File: src/rtl/sym_serializer.sv
`default_nettype none
// ============================================================================
// Module   : sym_serializer
// Function : parallel code word to SYM_W-bit symbol stream, LSB symbol first,
//            with a one-word prefetch buffer for bubble-free streaming.
// Revision : 1.0
// ============================================================================
module sym_serializer #(
   parameter int SYM_W = 2,
   parameter int NSYM  = 8
) (
   input  logic                  clk,
   input  logic                  rst,
   input  logic [SYM_W*NSYM-1:0] in_data,
   input  logic                  in_valid,
   output logic                  in_ready,
   output logic [SYM_W-1:0]      sym_out,
   output logic                  sym_valid,
   input  logic                  sym_ready,
   output logic                  word_start,
   output logic                  word_last,
   output logic                  underrun,
   input  logic                  clr_underrun
);

   localparam int c_WORD_W = SYM_W * NSYM;
   localparam int c_IDX_W  = $clog2(NSYM);
   localparam logic [c_IDX_W-1:0] c_IDX_LAST = c_IDX_W'(NSYM - 1);

   typedef enum logic [0:0] {
      ST_IDLE  = 1'b0,
      ST_SHIFT = 1'b1
   } state_t;

   state_t                r_state;
   logic [c_WORD_W-1:0]   r_act;
   logic [c_WORD_W-1:0]   r_hold;
   logic [c_IDX_W-1:0]    r_idx;
   logic                  r_hold_full;
   logic                  r_armed;
   logic                  r_underrun;

   logic                  w_accept;

   assign w_accept = in_valid && !r_hold_full;

   always_ff @(posedge clk or negedge rst) begin
      if (!rst) begin
         r_state     <= ST_IDLE;
         r_act       <= '0;
         r_hold      <= '0;
         r_idx       <= '0;
         r_hold_full <= 1'b0;
         r_armed     <= 1'b0;
         r_underrun  <= 1'b0;
      end else begin
         // The set below is written later so it wins over a same-cycle clear.
         if (clr_underrun)
            r_underrun <= 1'b0;
         case (r_state)
            ST_IDLE: begin
               if (w_accept) begin
                  r_act   <= in_data;
                  r_idx   <= '0;
                  r_state <= ST_SHIFT;
                  r_armed <= 1'b1;
               end
            end
            ST_SHIFT: begin
               if (sym_ready && (r_idx == c_IDX_LAST)) begin
                  if (r_hold_full) begin
                     r_act       <= r_hold;
                     r_idx       <= '0;
                     r_hold_full <= 1'b0;
                  end else if (w_accept) begin
                     r_act <= in_data;
                     r_idx <= '0;
                  end else begin
                     r_state <= ST_IDLE;
                     if (r_armed)
                        r_underrun <= 1'b1;
                  end
               end else begin
                  if (sym_ready) begin
                     r_act <= r_act >> SYM_W;
                     r_idx <= r_idx + c_IDX_W'(1);
                  end
                  if (w_accept) begin
                     r_hold      <= in_data;
                     r_hold_full <= 1'b1;
                  end
               end
            end
            default: r_state <= ST_IDLE;
         endcase
      end
   end

   assign in_ready   = !r_hold_full;
   assign sym_valid  = (r_state == ST_SHIFT);
   assign sym_out    = r_act[SYM_W-1:0];
   assign word_start = sym_valid && (r_idx == '0);
   assign word_last  = sym_valid && (r_idx == c_IDX_LAST);
   assign underrun   = r_underrun;

endmodule
`default_nettype wire

File: config.mk
export PLATFORM = sky130hd
export DESIGN_NAME = sym_serializer
export DESIGN_NICKNAME = d
export VERILOG_FILES = /design/src/rtl/sym_serializer.sv
export SDC_FILE = /design/constraint.sdc
export NUM_CORES = 1
export LEC_CHECK = 0
export BUFFER_PORTS_ARGS = -buffer_cell sky130_fd_sc_hd__buf_2
export CORE_AREA = 5 5 75 90
export CTS_CLUSTER_DIAMETER = 40
export DETAILED_ROUTE_END_ITERATION = 8
export DIE_AREA = 0 0 80 95
export PLACE_DENSITY = 0.48
export SLEW_MARGIN = 20
export SYNTH_ARGS = -nofsm -noshare
export SYNTH_HDL_FRONTEND = slang
export SYNTH_SLANG_ARGS = --single-unit
File: constraint.sdc
create_clock -name clk -period 3.2 [get_ports clk]
set_clock_uncertainty 0.1 [all_clocks]
set_input_delay 0.32 -clock clk [delete_from_list [all_inputs] [get_ports clk]]
set_output_delay 0.32 -clock clk [all_outputs]
set_load 0.1 [all_outputs]
==> run_results.csv <==
group,metric,value,unit
timing,finalCritPeriodShare,71.14,%
critical_path,critPathLaunchType,"flip-flop",
synthesis,synth_compound_area_share,16.60,%
critical_path,endpoint_kind,"primary output",
global_route,overflow,0,
detailed_routing,ant_nets,0,
synthesis,synth_top_family_by_area,"compound AO/OA/AOI/OAI gates",
critical_path,crit_type,"reg2out",
critical_path,worstReg2RegStart,"r_idx[0]$_DFFE_PN0P_",
synthesis,synth_xor_area_share,0,%
critical_path,cp.required,2.78,ns
outcome,status,"finished clean",
critical_path,crit_family,"adder cells",
detailed_routing,wire_per_inst,15.95,um
placement,dp_hpwl,3032,um
synthesis,yosysUniqueCellTypes,30,
floorplanning,die_y,95,um
clocking,numCtsBuffers,5,
power,cellPowerDensity,934.4,nW/um^2
critical_path,r2r_slack,0.99,ns
clocking,htree_levels,2,
synthesis,ys_seq_elements,39,
critical_path,critPathBufInv,1,
power,power,0.002094,W
detailed_routing,drt_iter0_markers,90,
synthesis,ys_seq_area_share,50.19,%
detailed_routing,avgViaCountPerCell,5.196,
floorplanning,row_count,31,
placement,port_buffers,27,
clocking,postCtsResizedCells,0,
timing,timing.hold.ws,0.04051,ns
detailed_routing,vias,1481,
clocking,cts_buffer_depth,2,
synthesis,synth_mux_area_share,11.00,%
timing,fin_crit,2.277,ns
timing,relSlewSlack,40.14,%
critical_path,slowest_delay,0.42,ns
critical_path,cp_max_fo,13,
critical_path,ff2ff_path_depth,5,
placement,gp_congestion,0.7369,
final_layout,instances_no_fill,285,
clocking,cts_sinks,39,
final_layout,nNetsFinal,226,
global_route,grt_pass1_vias,1527,
synthesis,synthesis.nets,204,
critical_path,r2r-end,"r_hold[11]$_DFFE_PN0P_",
critical_path,endpoint,"word_last",
clocking,post_cts_buffers,0,
timing,setup_viol,0,
critical_path,worstPathCellList,"ha_1 > ha_1 > and2_1 > buf_2",
critical_path,cp_data_arrival_time,1.86,ns
clocking,insertion_delay,0.29,ns
synthesis,yosys_most_used_dff,"dfrtp_1",
critical_path,path_depth,4,
synthesis,synthAdderAreaFrac,1.931,%
synthesis,syn-cell-area,1944,sq um
clocking,path_clk_slew,0.08,ns
synthesis,synth_edf_count,0,
global_route,grt_pass1_wl,7631,um
job,max-cap-violations,0,
critical_path,crit_slowest_cell,"buf_2",
final_layout,antenna_cells,0,
timing,worstMarginPinSlew,0.8979,ns
timing,max_freq,439.3,MHz
detailed_routing,first_pass_iters,5,
power,power.leakage,0.9749,nW
timing,finalHoldViolCount,0,
final_layout,drive_above_1_share,29.56,%
placement,dp.cells,277,
synthesis,synth_simple_gate_area_share,15.70,%
clocking,cts-root-buf,"clkbuf_8",
power,peakVddDrop,0.3998,mV
final_layout,design_area,2241,sq um
synthesis,ys.warnings.count,0,
global_route,antenna_found_initial,0,
detailed_routing,drc_errors,0,
min_path,worstHoldPathType,"in2async",
synthesis,syn_area_per_cell,10.80,sq um
timing,rsz0062_at_grt,"no",
synthesis,syn_inst,180,
placement,placed_area,2123,sq um
critical_path,cpMostUsedCell,"ha_1",
clocking,cts_tree,"built",
clocking,hold_buffers,0,
timing,finalMaxSlewViolations,0,
global_route,grtUsageTotal,13.08,%
synthesis,async_flop_share,100.0,%
floorplanning,io_pins,28,
floorplanning,die-area,7600,sq um
floorplanning,initial_utilization,32.98,%
global_route,grt_max_degree,40,
floorplanning,core_area,5896,sq um
critical_path,crit_start,"r_idx[1]$_DFFE_PN0P_",
timing,setup_tns,0,ns
floorplanning,die_x,80,um
final_layout,area_delta_synth_final,15.25,%
detailed_routing,drt-total-wl,4545,um
==> cells in the final DEF, fill, tap and decap left out, types with 3 or more instances in the layout <==
cell type	netlist	final
a21oi_1	14	14
a221o_1	12	12
a31oi_1	3	3
buf_2	5	27
clkbuf_8	0	6
dfrtp_1	39	39
ha_1	3	3
inv_1	4	4
mux2_2	19	19
nand2_1	8	8
nand2b_1	14	14
nand3_1	17	17
nor2_1	8	8
o21ai_0	3	3
o22ai_1	3	3
==> through the flow <==
stage / setup WS (ns) / util [%]
3_5_place_dp: 0.9776 / 36.01
4_1_cts: 0.8990 / 38.01
3_3_place_gp: 1.063 / 36.01
6_report: 0.9234 / 38.01
2_1_floorplan: 0.1406 / -
5_1_grt: 0.8113 / 38.01
==> synth_stat cells, drive strengths merged (4+ instances only) <==
master / number / area share [%]
a221o: 12 / 6.2
nor2: 8 / 1.5
nand3: 18 / 4.9
clkbuf: 6 / 1.2
buf: 8 / 2.6
dfrtp: 39 / 50
nand2: 8 / 1.5
a21oi: 14 / 3.6
nand2b: 14 / 4.5
o21ai: 4 / 1.0
inv: 4 / 0.77
mux2: 19 / 11
==> how the worst min path moves through the flow <==
stage	start	end	slack [ns]	depth (start not counted)
6_report	rst	r_act[1]$_DFFE_PN0P_	0.04	1
5_1_grt	rst	r_hold[4]$_DFFE_PN0P_	0.12	1
4_1_cts	rst	r_hold[4]$_DFFE_PN0P_	0.08	1
3_5_place_dp	r_armed$_DFFE_PN0P_	r_armed$_DFFE_PN0P_	0.38	1
3_3_place_gp	r_armed$_DFFE_PN0P_	r_armed$_DFFE_PN0P_	0.36	1
2_1_floorplan	rst	r_act[0]$_DFFE_PN0P_	-0.08	0
==> report_power, final <==
part / switching [W] / internal [W]
combinational: 0.000482 / 0.000321
clock: 0.000177 / 0.000252
sequential: 0.000167 / 0.000694
==> state kept, by name, summed over array words and instances (netlist names) <==
name and cells:
r_armed 1, underrun 1, r_idx 3, r_hold 16, r_act 16, sym_valid 1
r_hold_full 1
==> per-layer routing <==
layer / up-vias / part of all wire [%] / GRT usage [%]
met4: 0 / 1.3 / 4.225
li1: 702 / - / -
met2: 37 / 50 / 21.75
met1: 737 / 44 / 16.22
met3: 5 / 5.2 / 3.817
met5: - / 0 / 0
==> logic make-up (layout without fill, tap and decap cells) <==
| family | count (synthesis) | count (layout) |
|---|---|---|
| AO/OA/AOI/OAI | 44 | 44 |
| adder cells (fa/ha/maj) | 3 | 3 |
| flip-flops | 39 | 39 |
| buffers and inverters | 18 | 41 |
| multiplexers | 19 | 19 |
| AND/OR/NAND/NOR | 57 | 57 |
==> area by class of cell <==
class                   instances  area [sq um]
fillers                       599          3655
clock inverters                 2         35.03
multi-input cells             123         879.6
inverters                       4         15.01
flip-flops and latches         39         975.9
repair buffers                 29         150.1
clock buffers                   6         82.58
well taps                      82         102.6
Note: power is estimated with default switching activity, not from simulation.
